<file path="src/rtl/fetch_pkg.sv">
// fetch_pkg: shared state encoding, default widths and halt-word helper for the fetch sequencer.
package fetch_pkg;

   localparam int A_DEF  = 10;
   localparam int W_DEF  = 9;
   localparam int CW_DEF = 16;

   typedef enum logic [1:0] {IDLE, RUN, HALTED} fetch_state_t;

   // Wide enough for any practical instruction width; callers truncate to W.
   function automatic logic [63:0] halt_word(input int w);
      return (w >= 64) ? '1 : ((64'd1 << w) - 64'd1);
   endfunction

endpackage

</file>
<file path="src/rtl/pc_next_sel.sv">
// pc_next_sel: next-PC mux with halt > stall > branch > sequential priority.
module pc_next_sel #(
   parameter int A = 10
) (
   input  logic [A-1:0] pc,
   input  logic         branch_en,
   input  logic [A-1:0] branch_target,
   input  logic         stall,
   input  logic         halt_hit,
   output logic [A-1:0] pc_next,
   output logic         advance
);

   // A stalled branch is dropped; the datapath re-presents it after the stall.
   assign advance = !halt_hit && !stall;
   assign pc_next = !advance ? pc : branch_en ? branch_target : pc + 1'b1;

endmodule

</file>
<file path="src/rtl/fetch_sequencer.sv">
// fetch_sequencer: PC controller for a combinational instruction ROM with halt detection
// and a Start/Done handshake; counts retired instructions with saturation.
module fetch_sequencer
   import fetch_pkg::*;
#(
   parameter int A  = A_DEF,
   parameter int W  = W_DEF,
   parameter int CW = CW_DEF
) (
   input  logic          Clk,
   input  logic          Reset,
   input  logic          Start,
   input  logic [A-1:0]  StartAddr,
   input  logic          Stall,
   input  logic          BranchEn,
   input  logic [A-1:0]  BranchTarget,
   input  logic [W-1:0]  InstIn,
   output logic [A-1:0]  InstAddress,
   output logic          InstValid,
   output logic          Done,
   output logic [CW-1:0] InstCount
);

   localparam logic [W-1:0] HALT = W'(halt_word(W));

   fetch_state_t  state, state_next;
   logic [A-1:0]  pc, pc_next;
   logic [CW-1:0] count;
   logic          halt_hit, advance, load, running;

   assign running  = (state == RUN);
   assign halt_hit = running && (InstIn == HALT);

   pc_next_sel #(.A(A)) u_sel (
      .pc            (pc),
      .branch_en     (BranchEn),
      .branch_target (BranchTarget),
      .stall         (Stall),
      .halt_hit      (halt_hit),
      .pc_next       (pc_next),
      .advance       (advance)
   );

   always_comb begin
      state_next = state;
      load       = 1'b0;
      InstValid  = 1'b0;
      Done       = 1'b0;
      case (state)
         IDLE: begin
            load       = Start;
            state_next = Start ? RUN : IDLE;
         end
         RUN: begin
            InstValid  = !halt_hit;
            state_next = halt_hit ? HALTED : RUN;
         end
         HALTED: begin
            Done       = 1'b1;
            load       = Start;
            state_next = Start ? RUN : HALTED;
         end
         default: state_next = IDLE;
      endcase
   end

   always_ff @(posedge Clk or posedge Reset) begin
      if (Reset) begin
         state <= IDLE;
         pc    <= '0;
         count <= '0;
      end else begin
         state <= state_next;
         if (load) begin
            pc    <= StartAddr;
            count <= '0;
         end else if (running) begin
            pc <= pc_next;
            if (advance && count != '1)
               count <= count + 1'b1;
         end
      end
   end

   assign InstAddress = pc;
   assign InstCount   = count;

endmodule

</file>
<file path="config.mk">
export PLATFORM = sky130hd
export DESIGN_NAME = fetch_sequencer
export DESIGN_NICKNAME = d
export VERILOG_FILES = /design/src/rtl/fetch_pkg.sv /design/src/rtl/pc_next_sel.sv /design/src/rtl/fetch_sequencer.sv
export SDC_FILE = /design/constraint.sdc
export NUM_CORES = 1
export LEC_CHECK = 0
export CAP_MARGIN = 15
export CORE_MARGIN = 1
export CORE_UTILIZATION = 43
export CTS_BUF_LIST = sky130_fd_sc_hd__clkbuf_8
export DETAILED_ROUTE_END_ITERATION = 7
export GPL_TIMING_DRIVEN = 0
export PLACE_DENSITY = 0.78
export REMOVE_ABC_BUFFERS = 1
export SLEW_MARGIN = 20
export SYNTH_ARGS = -nofsm -noshare
export SYNTH_HDL_FRONTEND = slang
export SYNTH_HIERARCHICAL = 1
export SYNTH_SLANG_ARGS = --single-unit
</file>
<file path="constraint.sdc">
create_clock -name Clk -period 2.7 [get_ports Clk]
set_input_delay 0.54 -clock Clk [delete_from_list [all_inputs] [get_ports Clk]]
set_output_delay 0.54 -clock Clk [all_outputs]
set_load 0.02 [all_outputs]
</file>
==> out/results.tsv, run 1 <==
metric	value	unit
finalClockSkew	8.26	ps
ff2ff_path_depth	9	
synth.top_cell.area_share	36.5	%
placed_area	2530	sq um
portBuffers	61	
die_y	68.8	um
htreeDepth	1	
maxCapViolations	0	
syn_to_final_growth	37.4	%
nNetsFinal	324	
clockBufferDepth	2	
status	finished clean	
cts.reportedPaths.clkPinSlew	90	ps
slew_violations	0	
grt_overflow	0	
ys_types	53	
synth_area	1920	sq um
fin_hold_ws	558	ps
ant_nets	0	
wl_per_cell	14.7	um
initial_core_util	46.3	%
ys.warnings.count	6	
root_buffer	clkbuf_8	
hold_depth	1	
cts.sinks	28	
cts_tree	done	
multiInputGateArea	1160	sq um
min_period_over_period	95.3	%
layout-drive-gt1-share	9.06	%
required	2160	ps
grt_pass1_wl	7940	um
r2r_setup_slack	360	ps
grt_pass1_vias	1683	
clkLatencyLatePin	280	ps
rr_endpoint	InstCount[15]	
hold_end	InstCount[2]	
hold_violations	0	
fin_crit	2570	ps
die_area	4740	sq um
ys_seq_elements	28	
final_cells	337	
synthFlopType	dfrtp_1	
setup-violations-final	0	
drc	0	
rr_startpoint	state[0]	
setup.worst_path.start_class	input pin	
cts_buffers	3	
antenna_found_initial	0	
seq_area_frac_synth	36.5	%
initialDrtViolationCount	110	
rows	23	
first_pass_iters	4	
power_leakage	1.12	nW
dp_hpwl	3400	um
synth.avg_cell_area	8.31	sq um
powerDensity	707	nW/um^2
worst_slack	128	ps
seq_area	701	sq um
async_flop_share	100	%
vias	1918	
dp.cells	329	
grt_util_all_layers	22.7	%
synthCells	231	
crit_type	in2out	
max_freq	0.389	GHz
antenna-diode-count	0	
relSlewSlack	41.2	%
min_path_type	reg2reg	
routed_wl	4940	um
synthTopCellsByArea	dfrtp_1 36%, nand2_1 7.2%, nor2_1 5.9%, a31oi_1 4.6%, nand4_1 2.9%	
grt_max_degree	29	
finalSetupTns	0	ps
synth_edf_count	0	
rsz0062_at_grt	no	
synth_largest_area_cell	dfrtp_1	
worst_slew_pin_slew	879	ps
arrival	2030	ps
critPathMaxFanout	2	
pin_count	62	
ir_drop	498	uV
fillerInstances	376	
dpl_worst_slack	-548	ps
routabilityCongestion	0.875	
via_per_inst	5.69	
fin_area	2640	sq um
cp-end-kind	primary output	
die_x	68.8	um
coreArea	4140	sq um
min-delay-start	InstCount[2]	
## metrics by stage
stage / utilization (%) / total power (W)
after floorplan: - / 0.00120
after global placement: 60.9 / 0.00156
after detailed placement: 61.1 / 0.00159
after CTS: 63.0 / 0.00186
after global routing: 63.7 / 0.00201
final: 63.7 / 0.00187
## critical path, cell delays in order
cell	delay, ps
clkdlybuf4s50_1	450
nand4_1	170
nor3_1	270
nor2_1	70
clkdlybuf4s50_1	540
## cell families (layout without fill, tap and decap cells)
group           count (synthesis)  in the layout  share of synthesized area, %
buf+inv                        18             74                          4.56
flops                          28             28                          36.5
xor+xnor                        7              7                          3.19
mux                             5              5                          2.61
compound gates                 48             48                          17.1
simple gates                  123            123                          34.7
fa+ha+maj                       2              2                          1.30
## what timing repair did
item / CTS / global route
hold buffers: 0 / 0
resized for setup: 3 / 1
pin swaps: 1 / 0
buffers inserted: 1 / 3
hold endpoints to repair: 0 / 0
setup endpoints to repair: 25 / 13
## final cells by class
class,instances,area share [%]
sequential,28,26.6
timing repair buffer,65,24.3
tap,50,2.37
clock buffer,4,2.09
inverter,5,0.853
multi-input combinational,185,43.9
## synthesized netlist by cell type (all sizes together) (4+ instances only)
cell / count
a31oi: 15
buf: 5
nand2: 37
inv: 5
clkbuf: 8
a21oi: 7
o21ai: 10
xnor2: 4
nor2: 30
and3: 8
nand3: 10
dfrtp: 28
nand4: 10
nor4: 5
nor3b: 4
mux2i: 5
nor3: 4
## worst max path at each step
| stage | from | endpoint | cells past startpoint |
|---|---|---|---|
| after floorplan | state[1] | InstCount[15] | 9 |
| after global placement | InstIn[8] | InstCount[15] | 10 |
| after detailed placement | InstIn[7] | InstCount[15] | 10 |
| after CTS | InstIn[4] | InstCount[15] | 10 |
| after global routing | InstIn[1] | InstCount[15] | 10 |
| final | InstIn[8] | InstValid | 5 |
## state kept, by name, indices dropped and copies added, names as in the netlist
name and flops:
state 2, InstCount 16, InstAddress 10
## metal layers
layer  up-vias  share of wire, %  track usage [%]  wire length [um]
li1        944                 -                -                 -
met1       903                44             30.0              2200
met2        67                48             38.7              2360
met3         4               6.8             3.78               335
met4         0              0.89             5.36                44
met5         -                 0                0                 0
## cell usage in the layout, fill, tap and decap left out, types with 2 or more instances in the layout
cell,n
clkbuf_8,4
inv_1,3
nor3_1,4
dfrtp_1,28
buf_4,4
nor3b_1,3
clkdlybuf4s50_1,61
and3_1,4
xor2_1,3
xnor2_1,4
a31oi_1,14
ha_1,2
nand3_1,10
nand4_1,9
and3_2,3
nor2b_1,2
a21oi_1,6
nor2_1,29
nand2_1,37
nor4_1,3
o21a_1,3
a21o_1,2
a211oi_1,2
mux2i_1,5
nand2b_1,2
o21ai_0,10
## power by group
group,switching [W],internal [W],total (W)
combinational,0.000443,0.000427,0.000870
sequential,0.000202,0.000527,0.000729
clock,0.000136,0.000131,0.000267
No activity file was read; power rests on OpenSTA's default activity.
==> run 2: changes to the inputs <==
--- a/config.mk
+++ b/config.mk
@@ -7,11 +7,11 @@
 export LEC_CHECK = 0
 export CAP_MARGIN = 15
 export CORE_MARGIN = 1
-export CORE_UTILIZATION = 43
+export CORE_UTILIZATION = 52
 export CTS_BUF_LIST = sky130_fd_sc_hd__clkbuf_8
 export DETAILED_ROUTE_END_ITERATION = 7
 export GPL_TIMING_DRIVEN = 0
-export PLACE_DENSITY = 0.78
+export PLACE_DENSITY = 0.89
 export REMOVE_ABC_BUFFERS = 1
 export SLEW_MARGIN = 20
 export SYNTH_ARGS = -nofsm -noshare
==> constraint.sdc (replaced) <==
create_clock -name Clk -period 3.05 [get_ports Clk]
set_input_delay 0.61 -clock Clk [delete_from_list [all_inputs] [get_ports Clk]]
set_output_delay 0.61 -clock Clk [all_outputs]
set_load 0.02 [all_outputs]
==> run 2 against run 1 <==
Against the previous run: clock power up 9.7%; sequential share of layout area increased by 0.16 points; sequential power is 12% lower; flip-flop and latch count did not move; hold slack got worse by 6.6 ps; worst setup slack improved by 180 ps; highest routed layer unchanged.
==> out/results.tsv, run 2 (same netlist as run 1, synthesis figures left out) <==
metric	value	unit	change
worst_slew_pin_slew	932	ps	+53.5 ps
antenna-diode-count	0		unchanged
cts_buffers	3		unchanged
initial_core_util	55.8	%	+9.5 points
min-delay-start	InstCount[2]		
clkLatencyLatePin	280	ps	about the same
root_buffer	clkbuf_8		
largest_register_ffs	16		unchanged
layout_commonest_cell	clkdlybuf4s50_1		
initialDrtViolationCount	163		+48%
final_cells	330		-2.1%
critPathMaxFanout	2		unchanged
hold_end	InstCount[2]		
clockBufferDepth	2		unchanged
cp-end-kind	primary output		
required	2440	ps	+280 ps
power_leakage	1.11	nW	-0.82%
setup.worst_path.start_class	input pin		
portBuffers	61		unchanged
grt_pass1_vias	1737		+3.2%
hold_violations	0		unchanged
ff2ff_path_depth	9		unchanged
nNetsFinal	321		-0.93%
vias	1934		+0.83%
cts.reportedPaths.clkPinSlew	90	ps	about the same
min_path_type	reg2reg		
layout-drive-gt1-share	8.10	%	-0.96 points
dp_hpwl	3330	um	-1.9%
crit_chain	clkdlybuf4s50_1 > nand4_1 > nor3_1 > nor2_1 > clkdlybuf4s50_1		
grt_max_degree	29		unchanged
powerDensity	646	nW/um^2	-8.6%
p_total	0.00169	W	-9.1%
fin_hold_ws	551	ps	-6.60 ps
use_met2	41.2	%	+2.4 points
maxCapViolations	0		unchanged
antenna_found_initial	0		unchanged
die_x	62.8	um	-8.8%
cts.sinks	28		unchanged
post-route-util	76.2	%	+13 points
dp.cells	325		-1.2%
first_pass_iters	5		+1
cts_tree	done		
rows	21		-8.7%
status	finished clean		
die_area	3940	sq um	-17%
rr_endpoint	InstCount[11]		
slew_violations	0		unchanged
drc	0		unchanged
r2r_setup_slack	320	ps	-40 ps
worst_slack	311	ps	+183 ps
timing.critical_path.mode_cell	clkdlybuf4s50_1		
routabilityCongestion	0.878		+0.31%
via_per_inst	5.86		+3.0%
crit_path_max_incr_delay	550	ps	about the same
max_freq	0.365	GHz	
final_cell_mix	61 x clkdlybuf4s50_1, 37 x nand2_1, 29 x nor2_1		
grt-busiest-layer	met2		
coreArea	3440	sq um	-17%
grt_pass1_wl	7850	um	-1.0%
arrival	2130	ps	+100 ps
min_period_over_period	89.8	%	
htreeDepth	1		unchanged
grt_util_all_layers	24.8	%	+2.0 points
routed_wl	4870	um	-1.5%
wl_per_cell	14.8	um	+0.63%
crit_type	in2out		
dpl_worst_slack	-264	ps	+284 ps
use_met1	32.2	%	+2.2 points
rr_startpoint	state[1]		
ir_drop	642	uV	+29%
crit_slowest_cell	clkdlybuf4s50_1		
finalClockSkew	3.75	ps	-4.51 ps
relSlewSlack	37.8	%	-3.5 points
holdBufCountCts	0		unchanged
rsz0062_at_grt	no		
syn_to_final_growth	36.5	%	
hold_depth	1		unchanged
gr-usage-met3	5.11	%	+1.3 points
die_y	62.8	um	-8.8%
fin_crit	2740	ps	
fillerInstances	261		-31%
setup-violations-final	0		unchanged
pin_count	62		unchanged
ant_nets	0		unchanged
grt_overflow	0		unchanged
run 2: worst max-delay path by stage:
stage / depth (start not counted) / start / end / slack, ps
final: 5 / InstIn[8] / InstValid / 310
after global routing: 9 / state[1] / InstCount[11] / 90
after CTS: 8 / state[0] / InstCount[7] / 210
after detailed placement: 10 / InstIn[8] / InstCount[11] / -260
after global placement: 10 / InstIn[8] / InstCount[11] / -660
after floorplan: 9 / state[1] / InstCount[15] / 330
run 2: power breakdown:
part | internal, W | switching, W | leakage [nW]
Clock | 0.000176 | 0.000117 | 0.0357
Sequential | 0.000467 | 0.000176 | 0.355
Combinational | 0.000373 | 0.000387 | 0.719
run 2: repair_timing:
action | in CTS | in global routing
setup buffers | 0 | 1
endpoints found under the setup margin | 14 | 7
resized for setup | 2 | 1
pin swaps | 0 | 1
run 2: routing by layer:
metal  up-vias  wire length (um)
li1        939                 -
met5         -                 0
met1       921              2070
met3         6               369
met2        68              2360
met4         0                68
run 2: critical path, delay by kind of cell:
kind,cells,cell delay [ps]
buffers and inverters,2,1010
and+or+nand+nor,3,490
run 2: area by class of cell:
cell class	instances	area, sq um	share of cell area (%)
inverter	5	22.5	0.859
multi-input combinational	185	1150	43.9
tap	46	57.6	2.19
clock inverter	1	30.0	1.15
timing repair buffer	62	618	23.6
sequential	28	701	26.7
clock buffer	3	41.3	1.57
run 2: through the flow:
stage | cell area [sq um] | TNS, ps
finish | 2620 | 0
global route | 2620 | 0
CTS | 2610 | 0
detailed placement | 2530 | -2450
global placement | 2520 | -11840
floorplan | 1850 | 0
==> run 3: changes to the inputs <==
--- a/config.mk
+++ b/config.mk
@@ -5,7 +5,7 @@
 export SDC_FILE = /design/constraint.sdc
 export NUM_CORES = 1
 export LEC_CHECK = 0
-export CAP_MARGIN = 15
+export CAP_MARGIN = 20
 export CORE_MARGIN = 1
 export CORE_UTILIZATION = 52
 export CTS_BUF_LIST = sky130_fd_sc_hd__clkbuf_8
@@ -13,6 +13,7 @@
 export GPL_TIMING_DRIVEN = 0
 export PLACE_DENSITY = 0.89
 export REMOVE_ABC_BUFFERS = 1
+export SETUP_SLACK_MARGIN = 0.1
 export SLEW_MARGIN = 20
 export SYNTH_ARGS = -nofsm -noshare
 export SYNTH_HDL_FRONTEND = slang
==> run 3 against run 2 <==
Against the previous run: count of clock-buffer cells in the layout did not move; final cell count increased by 0.30%; largest power group unchanged; maximum frequency shrank 0.84%; first-iteration DRC count fell by 3.7%; hold slack better by 2.9 ps; sequential share of layout area shrank 0.15 points; global-route usage rose by 0.86 points; utilization up 0.44 points.
==> out/results.tsv, run 3 (same netlist as run 1, synthesis figures left out) <==
metric	value	unit	change
status	finished clean		
clkLatencyLatePin	280	ps	about the same
grt_util_all_layers	25.6	%	+0.86 points
r2r_setup_slack	290	ps	-30 ps
layout_commonest_cell	clkdlybuf4s50_1		
htreeDepth	1		unchanged
final_cells	331		+0.30%
die_x	62.8	um	unchanged
holdBufCountCts	0		unchanged
fin_area	2640	sq um	+0.57%
drc	0		unchanged
critPathMaxFanout	23		+21
power_leakage	1.12	nW	+0.77%
portBuffers	61		unchanged
powerDensity	649	nW/um^2	+0.47%
finalClockSkew	3.18	ps	-0.568 ps
layout-drive-gt1-share	8.07	%	-0.028 points
antenna_found_initial	0		unchanged
min_period_over_period	90.6	%	+0.76 points
grt_pass1_vias	1742		+0.29%
min_path_type	reg2reg		
placed_area	2540	sq um	+0.59%
min-delay-start	InstCount[2]		
crit_type	reg2reg		
final_cell_mix	61 x clkdlybuf4s50_1, 37 x nand2_1, 29 x nor2_1		
via_per_inst	5.88		+0.37%
fillerInstances	263		+0.77%
dp_hpwl	3420	um	+2.7%
routabilityCongestion	0.878		unchanged
hold_depth	1		unchanged
setup.worst_path.start_class	flip-flop		
dp.cells	326		+0.31%
fin_crit	2760	ps	+23.3 ps
rows	21		unchanged
max_freq	0.362	GHz	-0.84%
cp-end-kind	flip-flop		
coreArea	3440	sq um	unchanged
hold_violations	0		unchanged
pin_count	62		unchanged
setup-violations-final	0		unchanged
initial_core_util	55.8	%	unchanged
initialDrtViolationCount	157		-3.7%
cts.reportedPaths.clkPinSlew	100	ps	about the same
vias	1947		+0.67%
hold_end	InstCount[2]		
rr_startpoint	state[1]		
syn_to_final_growth	37.3	%	
worst_slew_pin_slew	914	ps	-18.6 ps
cts_tree	done		
cts_buffers	3		unchanged
die_area	3940	sq um	unchanged
maxCapViolations	0		unchanged
first_pass_iters	5		unchanged
ir_drop	625	uV	-2.8%
nNetsFinal	322		+0.31%
routed_wl	5030	um	+3.2%
antenna-diode-count	0		unchanged
root_buffer	clkbuf_8		
largest_register_ffs	16		unchanged
rsz0062_at_grt	no		
die_y	62.8	um	unchanged
clockBufferDepth	2		unchanged
slew_violations	0		unchanged
required	3190	ps	+750 ps
grt_pass1_wl	8050	um	+2.5%
grt_max_degree	28		-3.4%
relSlewSlack	39.0	%	+1.2 points
arrival	2900	ps	+770 ps
cts.sinks	28		unchanged
grt_overflow	0		unchanged
ff2ff_path_depth	9		unchanged
rr_endpoint	InstCount[11]		
ant_nets	0		unchanged
wl_per_cell	15.2	um	+2.9%
## run 3: critical path: stages (launching register included)
cell        delay, ps
dfrtp_1           400
nand2b_2          410
nor4_4            480
or2_2             250
clkinvlp_4        270
and3b_1           290
nand4_1           200
nor3_1             90
xnor2_1           160
nor2_1             60
## run 3: stage by stage
stage          total power (W)  hold WS [ps]  util [%]  setup slack [ps]  setup TNS (ps)
2_1_floorplan          0.00106           630         -               332               0
3_3_place_gp           0.00138           529      73.2              -658          -11840
3_5_place_dp           0.00140           538      73.9              -272           -2710
4_1_cts                0.00171           555      76.3               196               0
5_1_grt                0.00181           589      76.6              87.0               0
6_report               0.00171           554      76.6               288               0
## run 3: area by class of cell
cell class                 instances  area [sq um]  area share (%)
sequential                        28           701            26.6
timing repair buffer              63           633            24.0
inverter                           5          22.5           0.854
clock buffer                       3          41.3            1.57
tap                               46          57.6            2.18
clock inverter                     1          30.0            1.14
multi-input combinational        185          1150            43.7
## run 3: timing repair
action / 4_1_cts / 5_1_grt
gates resized for setup: 2 / 1
cloned: 0 / 0
buffers inserted: 0 / 1
endpoints found under the setup margin: 20 / 13
pin swaps: 0 / 1
## run 3: power by group
group          total, W  internal (W)  switching, W
sequential     0.000645      0.000467      0.000179
clock          0.000298      0.000176      0.000122
combinational  0.000769      0.000375      0.000394
## run 3: worst max-delay path by stage
stage | startpoint | end | slack, ps
floorplan | state[1] | InstCount[15] | 330
global placement | InstIn[8] | InstCount[11] | -660
detailed placement | InstIn[8] | InstCount[11] | -270
CTS | state[0] | InstCount[7] | 200
global route | state[1] | InstCount[11] | 90
finish | state[1] | InstCount[11] | 290
## run 3: layer usage
layer	vias up	part of all wire (%)	global-route usage, %
met1	930	41	32.0
met3	7	6.3	5.11
li1	944	-	-
met2	66	51	44.4
met4	0	1.2	7.85
met5	-	0	0
